`src/rtl/fir_decim_buffer_if.sv`:
```
// Stream interface for fir_decim_buffer: FIR sample input, FWFT output handshake
// and the status/control side (level, sticky overflow, overflow clear).
interface fir_decim_buffer_if #(
    parameter int DATA_W = 32,
    parameter int DEPTH  = 8
);
    logic [DATA_W-1:0]          in_data;
    logic                       in_valid;
    logic [DATA_W-1:0]          out_data;
    logic                       out_valid;
    logic                       out_ready;
    logic [$clog2(DEPTH+1)-1:0] level;
    logic                       overflow;
    logic                       ovf_clr;

    modport master (
        output in_data, in_valid, out_ready, ovf_clr,
        input  out_data, out_valid, level, overflow
    );

    modport slave (
        input  in_data, in_valid, out_ready, ovf_clr,
        output out_data, out_valid, level, overflow
    );
endinterface

```
`src/rtl/fir_decim_buffer.sv`:
```
// Post-FIR stage: drops warm-up samples, decimates, rescales by a right shift
// and buffers the kept samples in an FWFT FIFO with a sticky overflow flag.
module fir_decim_buffer #(
    parameter int DATA_W = 32,
    parameter int DECIM  = 4,
    parameter int WARMUP = 4,
    parameter int SHIFT  = 4,
    parameter int DEPTH  = 8
) (
    input logic                clk,
    input logic                rst,
    fir_decim_buffer_if.slave  bus
);
    localparam int AW = $clog2(DEPTH);
    localparam int LW = $clog2(DEPTH + 1);
    localparam int WW = (WARMUP > 0) ? $clog2(WARMUP + 1) : 1;
    localparam int PW = (DECIM > 1) ? $clog2(DECIM) : 1;
    localparam logic [WW-1:0] WARM_MAX  = WW'(WARMUP);
    localparam logic [PW-1:0] PHASE_MAX = PW'(DECIM - 1);
    localparam logic [LW-1:0] FULL_LVL  = LW'(DEPTH);

    logic [WW-1:0]     warm_cnt_q, warm_cnt_d;
    logic [PW-1:0]     phase_q, phase_d;
    logic [AW-1:0]     wr_ptr_q, wr_ptr_d;
    logic [AW-1:0]     rd_ptr_q, rd_ptr_d;
    logic [LW-1:0]     level_q, level_d;
    logic              overflow_q, overflow_d;
    logic [DATA_W-1:0] mem_q [DEPTH];

    logic              warm_done;
    logic              keep;
    logic              push;
    logic              pop;
    logic              drop;
    logic [DATA_W-1:0] wr_data;

    always_comb begin
        warm_cnt_d = warm_cnt_q;
        phase_d    = phase_q;
        wr_ptr_d   = wr_ptr_q;
        rd_ptr_d   = rd_ptr_q;
        level_d    = level_q;
        wr_data    = bus.in_data >> SHIFT;

        // warm_cnt saturates at WARMUP, so equality marks the end of warm-up
        warm_done = (warm_cnt_q == WARM_MAX);
        if (bus.in_valid && !warm_done) begin
            warm_cnt_d = warm_cnt_q + WW'(1);
        end

        keep = bus.in_valid && warm_done && (phase_q == '0);
        if (bus.in_valid && warm_done) begin
            phase_d = (phase_q == PHASE_MAX) ? '0 : phase_q + PW'(1);
        end

        // a pop on a full FIFO frees the slot the simultaneous push needs
        pop  = (level_q != '0) && bus.out_ready;
        push = keep && ((level_q != FULL_LVL) || pop);
        drop = keep && !push;

        if (push) wr_ptr_d = wr_ptr_q + AW'(1);
        if (pop)  rd_ptr_d = rd_ptr_q + AW'(1);

        case ({push, pop})
            2'b10:   level_d = level_q + LW'(1);
            2'b01:   level_d = level_q - LW'(1);
            default: level_d = level_q;
        endcase

        overflow_d = drop || (overflow_q && !bus.ovf_clr);
    end

    always_ff @(posedge clk) begin
        if (rst) begin
            warm_cnt_q <= '0;
            phase_q    <= '0;
            wr_ptr_q   <= '0;
            rd_ptr_q   <= '0;
            level_q    <= '0;
            overflow_q <= 1'b0;
        end else begin
            warm_cnt_q <= warm_cnt_d;
            phase_q    <= phase_d;
            wr_ptr_q   <= wr_ptr_d;
            rd_ptr_q   <= rd_ptr_d;
            level_q    <= level_d;
            overflow_q <= overflow_d;
        end
    end

    // storage needs no reset; the output is gated to zero whenever empty
    always_ff @(posedge clk) begin
        if (!rst && push) begin
            mem_q[wr_ptr_q] <= wr_data;
        end
    end

    assign bus.out_valid = (level_q != '0);
    assign bus.out_data  = bus.out_valid ? mem_q[rd_ptr_q] : '0;
    assign bus.level     = level_q;
    assign bus.overflow  = overflow_q;
endmodule

```
`src/flat_wrapper.sv`:
```
// flat-port wrapper written by rule: the top's interface ports become plain ports
module fir_decim_buffer_flat 
#(
    parameter int DATA_W = 32,
    parameter int DECIM  = 4,
    parameter int WARMUP = 4,
    parameter int SHIFT  = 4,
    parameter int DEPTH  = 8
)
  (clk, rst, bus_in_data, bus_in_valid, bus_out_ready, bus_ovf_clr, bus_out_data, bus_out_valid, bus_level, bus_overflow);
  fir_decim_buffer_if #(.DATA_W(DATA_W), .DEPTH(DEPTH)) bus_i ();
  input logic clk;
  input logic rst;
  input wire logic [$bits(bus_i.in_data)-1:0] bus_in_data;
  input wire logic [$bits(bus_i.in_valid)-1:0] bus_in_valid;
  input wire logic [$bits(bus_i.out_ready)-1:0] bus_out_ready;
  input wire logic [$bits(bus_i.ovf_clr)-1:0] bus_ovf_clr;
  output wire logic [$bits(bus_i.out_data)-1:0] bus_out_data;
  output wire logic [$bits(bus_i.out_valid)-1:0] bus_out_valid;
  output wire logic [$bits(bus_i.level)-1:0] bus_level;
  output wire logic [$bits(bus_i.overflow)-1:0] bus_overflow;
  assign bus_i.in_data = bus_in_data;
  assign bus_i.in_valid = bus_in_valid;
  assign bus_i.out_ready = bus_out_ready;
  assign bus_i.ovf_clr = bus_ovf_clr;
  assign bus_out_data = bus_i.out_data;
  assign bus_out_valid = bus_i.out_valid;
  assign bus_level = bus_i.level;
  assign bus_overflow = bus_i.overflow;
  fir_decim_buffer #(.DATA_W(DATA_W), .DECIM(DECIM), .WARMUP(WARMUP), .SHIFT(SHIFT), .DEPTH(DEPTH)) u_core (.clk(clk), .rst(rst), .bus(bus_i));
endmodule
```
`config.mk`:
```
export PLATFORM = sky130hd
export DESIGN_NAME = fir_decim_buffer_flat
export DESIGN_NICKNAME = d
export VERILOG_FILES = /design/src/rtl/fir_decim_buffer_if.sv /design/src/rtl/fir_decim_buffer.sv /design/src/flat_wrapper.sv
export SDC_FILE = /design/constraint.sdc
export NUM_CORES = 1
export LEC_CHECK = 0
export CAP_MARGIN = 20
export CORE_MARGIN = 2
export CORE_UTILIZATION = 40
export CTS_BUF_LIST = sky130_fd_sc_hd__clkbuf_2 sky130_fd_sc_hd__clkbuf_4 sky130_fd_sc_hd__clkbuf_8
export CTS_CLUSTER_SIZE = 16
export DETAILED_ROUTE_END_ITERATION = 6
export GPL_ROUTABILITY_DRIVEN = 1
export SETUP_SLACK_MARGIN = 0.4
export SYNTH_ARGS = -nofsm -noshare
export SYNTH_HDL_FRONTEND = slang
export SYNTH_SLANG_ARGS = --single-unit
```
`constraint.sdc`:
```
create_clock -name clk -period 4 [get_ports clk]
set_input_delay 0.8 -clock clk [delete_from_list [all_inputs] [get_ports clk]]
set_output_delay 0.8 -clock clk [all_outputs]
set_load 0.1 [all_outputs]
```
; After elaboration in Yosys (flattened, before gate mapping)
; Memories as Yosys holds them, arrays and structs flattened. A register that Yosys moved wholly into a read port is not among the register bits.
; Index checks and enable logic that the tools add are counted.
; Widths: inputs -> output; s select.
[classes]
addsub = 6
n_eq_ne = 5
muxes = 7
n_reduce_logical = 17
[ops]
columns = cell, count
row1 = $mux 32, 1
row2 = $add 3x1->3 const B, 3
row3 = $logic_and 1x1->1, 8
row4 = $pmux 4 s2, 1
row5 = $mux 3, 2
row6 = $add 4x1->4 const B, 1
row7 = $eq 2x2->1 const B, 2
row8 = $logic_not 1->1, 4
row9 = $ne 4x4->1 const B, 1
row10 = $reduce_bool 4->1, 1
row11 = $sub 4x1->4 const B, 1
row12 = $eq 3x3->1 const B, 1
row13 = $add 2x1->2 const B, 1
row14 = $eq 2x1->1 const B, 1
row15 = $logic_not 2->1, 1
row16 = $logic_or 1x1->1, 2
row17 = $mux 1, 2
row18 = $mux 2, 1
row19 = $reduce_bool 2->1, 1
[word_totals]
ff_bits = 16
mem_bits_rw = 224
memories = 1
[memory_table]
columns = memory, depth, width, rd, rd_ports_with_merged_regs, wr, line_no
row1 = u_core.mem_q, 8, 28, 1, 1, 1, fir_decim_buffer.sv:28  ; logic [DATA_W-1:0] mem_q [DEPTH];

; Longest topological paths before layout
; Gate-level depths: netlist of the first run.
[logic_depth]
depth_word = 7
depth_mapped = 12

; Worst setup path before layout of the first run
; OpenSTA, ideal clock, no wires.
[synth_timing]
path_type = flip-flop to flip-flop
start = register u_core.level_q[1], in the netlist u_core.bus.level[1]
end = memory u_core.mem_q[1][0] in the netlist's numbering (enable)
setup_ns = 0.448
t_arrival_ns = 3.741
required_ns = 3.552
setup_slack_ns = -0.190
path_stages_with_launch = 6
n_path_buf = 1
period_less_slack_ns = 4.190
path_cell_list = dfxtp_1 -> buf_2 -> nor3_2 -> a31oi_4 -> inv_2 -> nor3_1
[synth_via]
elab_chain_len = 7
word_cells_on_any_way = 8
cone_classes = 1 x eq/ne / 2 x mux / 5 x reduce/logical
[synth_rtl]
columns = item, line_no
row1 = "start, declared", fir_decim_buffer.sv:26  ; logic [LW-1:0] level_q, level_d;
row2 = "start signal, assigned", fir_decim_buffer.sv:86  ; level_q <= level_d;
row3 = $reduce_bool 4->1, fir_decim_buffer.sv:57  ; pop = (level_q != '0) && bus.out_ready;
row4 = $logic_and 1x1->1, fir_decim_buffer.sv:57
row5 = $logic_or 1x1->1 (*), fir_decim_buffer.sv:58  ; push = keep && ((level_q != FULL_LVL) || pop);
row6 = $logic_and 1x1->1 (*), fir_decim_buffer.sv:58
row7 = $logic_and 1x1->1 (*), fir_decim_buffer.sv:93  ; if (!rst && push) begin
row8 = $mux 1 (*), fir_decim_buffer.sv:93
row9 = $mux 1 (not written as such) (*), fir_decim_buffer.sv:94  ; mem_q[wr_ptr_q] <= wr_data;
row10 = "end, declared", fir_decim_buffer.sv:28
; Mark *: on every way between the ends. The rest lies on a longest branch, timed or not.

==> results.toml, run 1 <==
[clock_tree]
cts_setup_buffers = 0
clkSinkCount = 243
cts_resized = 0
path_clk_slew_ps = 60
clockBufferDepth = 3
root_buffer = "clkbuf_8"
h-tree-depth = 2
cts_inserted_buffers = 39
cts_tree = "yes"
hold_buffers = 0
worst_skew_pair.late_latency_ps = 530

[synth]
yosysMostFrequentCell = "edfxtp_1"
synth_common_cells = "edfxtp_1, mux4_2, nor2_1"
synth_async_sr_flop_share_pct = 0
synth_seq_cells = 243
synth_top_area_cell = "edfxtp_1"
syn_inst = 473
synth_area_mm2 = 0.00959
yosys.cell_types.count = 43
synth_edf_count = 224
synthTopCellsByArea = "edfxtp_1, mux4_2, dfxtp_1"
syn_area_per_cell_um2 = 20.3
synth_seq_area_share_pct = 74.1
yosysTopAreaCellShare_pct = 70.2
synth_flop_cell = "edfxtp_1"
yosys_warnings = 0

[detailed_routing]
first_iter_violations = 213
drc = 0
route.vias.total = 4616
drt-met1-wl_mm = 7.72
wl_met3_mm = 1.01
wl_per_cell_um = 19.5
highest_layer = "met4"
wirelength_mm = 18.0
drtPass1Iterations = 5
avgViaCountPerCell = 5.01
dr_wl_met2_mm = 8.86
antenna_left = 0

[global_routing]
grt_usage_pct = 14.4
antenna_found_initial = 0
grt_start_max_net_pins = 57
first_global_vias = 5035
grt_pass1_wl_mm = 28.0
grt_overflow = 0

[timing]
fin_skew_ps = 16.1
maxSlewViolCount = 0
grt_setup_unrepaired = "no"
slew-limit-headroom_pct = 35.1
min_period_ps = 3350
tns_ps = 0
hold_viol_final = 0
max_clock_freq_mhz = 299
setup_viol_count_final = 0
post-route-period-util_pct = 83.7
timing_worst_slew_pin_value_ps = 971
fin_hold_ws_ps = 527

[power_and_ir_drop]
total_power_uw = 5060
power_density_mw_per_mm2 = 441
leakage_uw = 0.00361
ir_drop_uv = 185

[final_layout]
syn_to_final_growth_pct = 19.7
n_antenna_cell = 0
final_util_pct = 48.9
drive_gt1_share_pct = 33.5
final_cell_count_no_fill = 922
nNetsFinal = 619

[place]
gp_congestion = 0.717
placed_cells = 851
port-buffer-count = 66
hpwl_mm = 9.71

[floorplan]
core.rowCount = 56
core-area_mm2 = 0.0235
initial_core_util_pct = 40.8
die_h_um = 159
boundaryPins = 75
dieWidth_um = 159
die_area_mm2 = 0.0252

[run_status]
status = "completed"

[critical_path]
crit_fanout = 25
cpPeakStageDelay_ps = 670
crit_slowest_cell = "dfxtp_4"
crit_top_cell = "buf_4"
worst_ep_required_time_ps = 3200
path_class = "reg2out"
worstPathArrival_ps = 2550
path_cells = "buf_4 -> mux4_2 -> mux2i_1 -> nor2_2 -> buf_4"
worstSetupEndpointType = "output pin"
start_kind = "register"

[min_path]
hp-class = "reg2reg"

[flow_run]
maxCapViolations = 0
## worst paths after layout
kind	endpoint	slack [ps]	from	depth (start not counted)
min reg2reg	register	530	u_core.rd_ptr_q[1]	2
max reg2reg	u_core.bus.level[3]	980	u_core.bus.level[1]	7
max	bus_out_data[19]	650	register	5
min	register	530	u_core.rd_ptr_q[1]	2
## final cells by class
cell class | count | area [um2]
Timing Repair Buffer | 81 | 728
Tap cell | 319 | 399
Clock inverter | 21 | 150
Sequential cell | 243 | 7110
Fill cell | 1892 | 12000
Multi-Input combinational cell | 200 | 2400
Clock buffer | 50 | 651
Inverter | 8 | 30.0
## flip-flops by register name, indices dropped and copies added (netlist names), named ones only
signal	count
u_core.mem_q	224
u_core.bus.level	4
u_core.rd_ptr_q	3
u_core.warm_cnt_q	3
u_core.wr_ptr_q	3
u_core.phase_q	2
u_core.bus.overflow	1
## cell families (layout without fill, tap and decap cells)
kind of cell | Yosys count | count (layout) | share of synthesized area (%)
DFF | 243 | 243 | 74.1
muxes | 87 | 87 | 16.6
and+or+nand+nor | 76 | 76 | 3.90
buffers and inverters | 33 | 160 | 2.26
AOI/OAI and AO/OA | 17 | 17 | 1.28
adders and majority gates | 9 | 9 | 1.17
xor gates and xnor gates | 7 | 7 | 0.640
other | 1 | 4 | 0.0391
## metrics by stage
| step | instance area [um2] | worst slack [ps] |
|---|---|---|
| detailed placement | 10700 | 535 |
| floorplan | 9680 | -190 |
| global placement | 10700 | 662 |
| global route | 11500 | 450 |
| CTS | 11500 | 563 |
| finish | 11500 | 653 |
## critical path, delay by kind of cell, from the launching register on
kind	cells	cell delay [ps]
AND/OR/NAND/NOR	1	40
buffers and inverters	2	590
multiplexers	2	720
flip-flops	1	670
## placed cells by master, fill, tap and decap left out, types with 6 or more instances in the layout
master	instances
a21oi_1	9
buf_4	41
clkbuf_4	6
clkbuf_8	44
clkdlybuf4s50_1	38
clkinv_1	9
clkinv_2	8
dfxtp_1	16
edfxtp_1	224
ha_1	9
inv_1	6
mux2i_1	30
mux4_2	52
nor2_1	19
nor2_2	28
## where the power goes
part	total, uW	leakage, uW	switching [uW]	internal, uW
combinational	150	0.00102	98.1	52.2
sequential	2780	0.00217	4.84	2770
clock	2130	0.000422	930	1200
## layer usage
metal / up-vias / track usage [%]
met3: 36 / 3.97
met4: 0 / 4.13
met1: 2362 / 17.9
met5: - / 0
met2: 117 / 24.8
li1: 2101 / -
Note: power is estimated with default switching activity, not from simulation.
==> inputs of run 2 (changes only) <==
clock period = 2.7 ns   (was 4 ns; I/O delays follow)
==> results.toml, run 2 (synthesis gave the netlist of run 1 again) <==
[run_status]
status = "finished with violations"
violations = "setup timing"

[timing]
slew-limit-headroom_pct = 56.7
hold_viol_final = 0
timing_worst_slew_pin_value_ps = 650
maxSlewViolCount = 0
grt_setup_unrepaired = "yes"
min_period_ps = 2740
post-route-period-util_pct = 101
fin_hold_ws_ps = 413
setup_viol_count_final = 20
postLayoutSetupSlackWorst_ps = -35.4
max_clock_freq_mhz = 366
fin_skew_ps = 13.8

[power_and_ir_drop]
ir_drop_uv = 326
leakage_uw = 0.00409
total_power_uw = 7340
power_density_mw_per_mm2 = 567

[critical_path]
worstSetupEndpointType = "output pin"
path_cells = "buf_6 -> clkbuf_16 -> mux4_2 -> mux2i_4 -> nor2_4 -> buf_12"
rr_startpoint = "u_core.bus.level[1]"
crit_slowest_cell = "mux4_2"
path_class = "reg2out"
crit_family = "multiplexers"
cpPeakStageDelay_ps = 530
worst_ep_required_time_ps = 2160
cp_num_buf_inv = 3
start_kind = "register"
worstPathArrival_ps = 2200
crit_fanout = 7

[clock_tree]
cts_tree = "yes"
clockBufferDepth = 3
h-tree-depth = 2
root_buffer = "clkbuf_8"
path_clk_slew_ps = 60
hold_buffers = 0
clkSinkCount = 243
worst_skew_pair.late_latency_ps = 530
cts_inserted_buffers = 38

[detailed_routing]
drtPass1Iterations = 4
avgViaCountPerCell = 5.07
first_iter_violations = 289
antenna_left = 0
drc = 0
route.vias.total = 4873
wl_per_cell_um = 20.8
wirelength_mm = 20.0

[flow_run]
maxCapViolations = 0

[global_routing]
first_global_vias = 5244
grt_overflow = 0
grt_pass1_wl_mm = 30.6
grt_usage_pct = 16.0
grt_start_max_net_pins = 34
antenna_found_initial = 1

[final_layout]
top_register = "u_core.mem_q"
regArea_mm2 = 0.00713
multi_input_area_mm2 = 0.00284
stdcell_area_mm2 = 0.0129
final_cell_mix = "edfxtp_1, mux4_2, buf_12"
fillers = 1810
largest_reg_flops = 224
drive_gt1_share_pct = 46.0
syn_to_final_growth_pct = 34.9
nNetsFinal = 660
final_common_cell = "edfxtp_1"
final_util_pct = 55.1

[floorplan]
die_area_mm2 = 0.0252
boundaryPins = 75
dieWidth_um = 159
die_h_um = 159
initial_core_util_pct = 40.8
core-area_mm2 = 0.0235
core.rowCount = 56

[place]
placed_cell_area_mm2 = 0.0115
port-buffer-count = 66
gp_congestion = 0.722
hpwl_mm = 11.2
pre_cts_ws_ps = -188

[min_path]
hp-class = "in2reg"
holdCritStartpoint = "bus_in_valid"
-- run 2: path summary, 6_finish.rpt --
path                          end  slack, ps  cells past startpoint
max               bus_out_data[5]        -40                      6
min          u_core.warm_cnt_q[2]        410                      3
max reg2reg   u_core.bus.level[3]        430                     10
min reg2reg              register        530                      2
-- run 2: area by class of cell --
type	instances	share of cell area (%)
flip-flops and latches	243	55.2
multi-input cells	200	21.9
repair buffers	123	13.8
clock buffers	55	5.18
well taps	319	3.09
clock inverters	12	0.455
inverters	8	0.348
diodes	1	0.0194
-- run 2: tightest hold or removal path: cells and delay by family --
kind                   cells  cell delay [ps]
buffers and inverters      1              160
and+or+nand+nor            1               60
AOI/OAI and AO/OA          1              130
-- run 2: repair_timing --
action,in CTS,in global routing
endpoints found under the setup margin,30,108
pin swaps,2,5
gates cloned,7,1
buffers inserted,10,4
gates resized for setup,61,23
-- run 2: where the power goes --
group,leakage [uW],total (uW),switching (uW),internal (uW)
Sequential,0.00217,4110,4.07,4110
Combinational,0.00154,294,172,123
Clock,0.000380,2930,1340,1590
-- run 2: per-layer routing --
metal  wire length, um  track usage [%]  share of wire, %  vias up
met5                 0                0                 0        -
met4               286             4.30               1.4        0
met3              1020             3.63               5.1       27
met2             10000             26.2                50      130
met1              8660             21.8                43     2515
li1                  -                -                 -     2201
-- run 2: stage by stage --
stage                     instances  TNS (ps)
final                           961      -344
after CTS                       955     -1310
after global routing            960     -2260
after global placement          871      -123
after detailed placement        871      -564
after floorplan                 476         0
==> inputs of run 3 (changes only) <==
HOLD_SLACK_MARGIN = 0.15   (was not set)
==> results of run 3 <==
No change in the layout: final DEF, timing and power equal those of run 2.
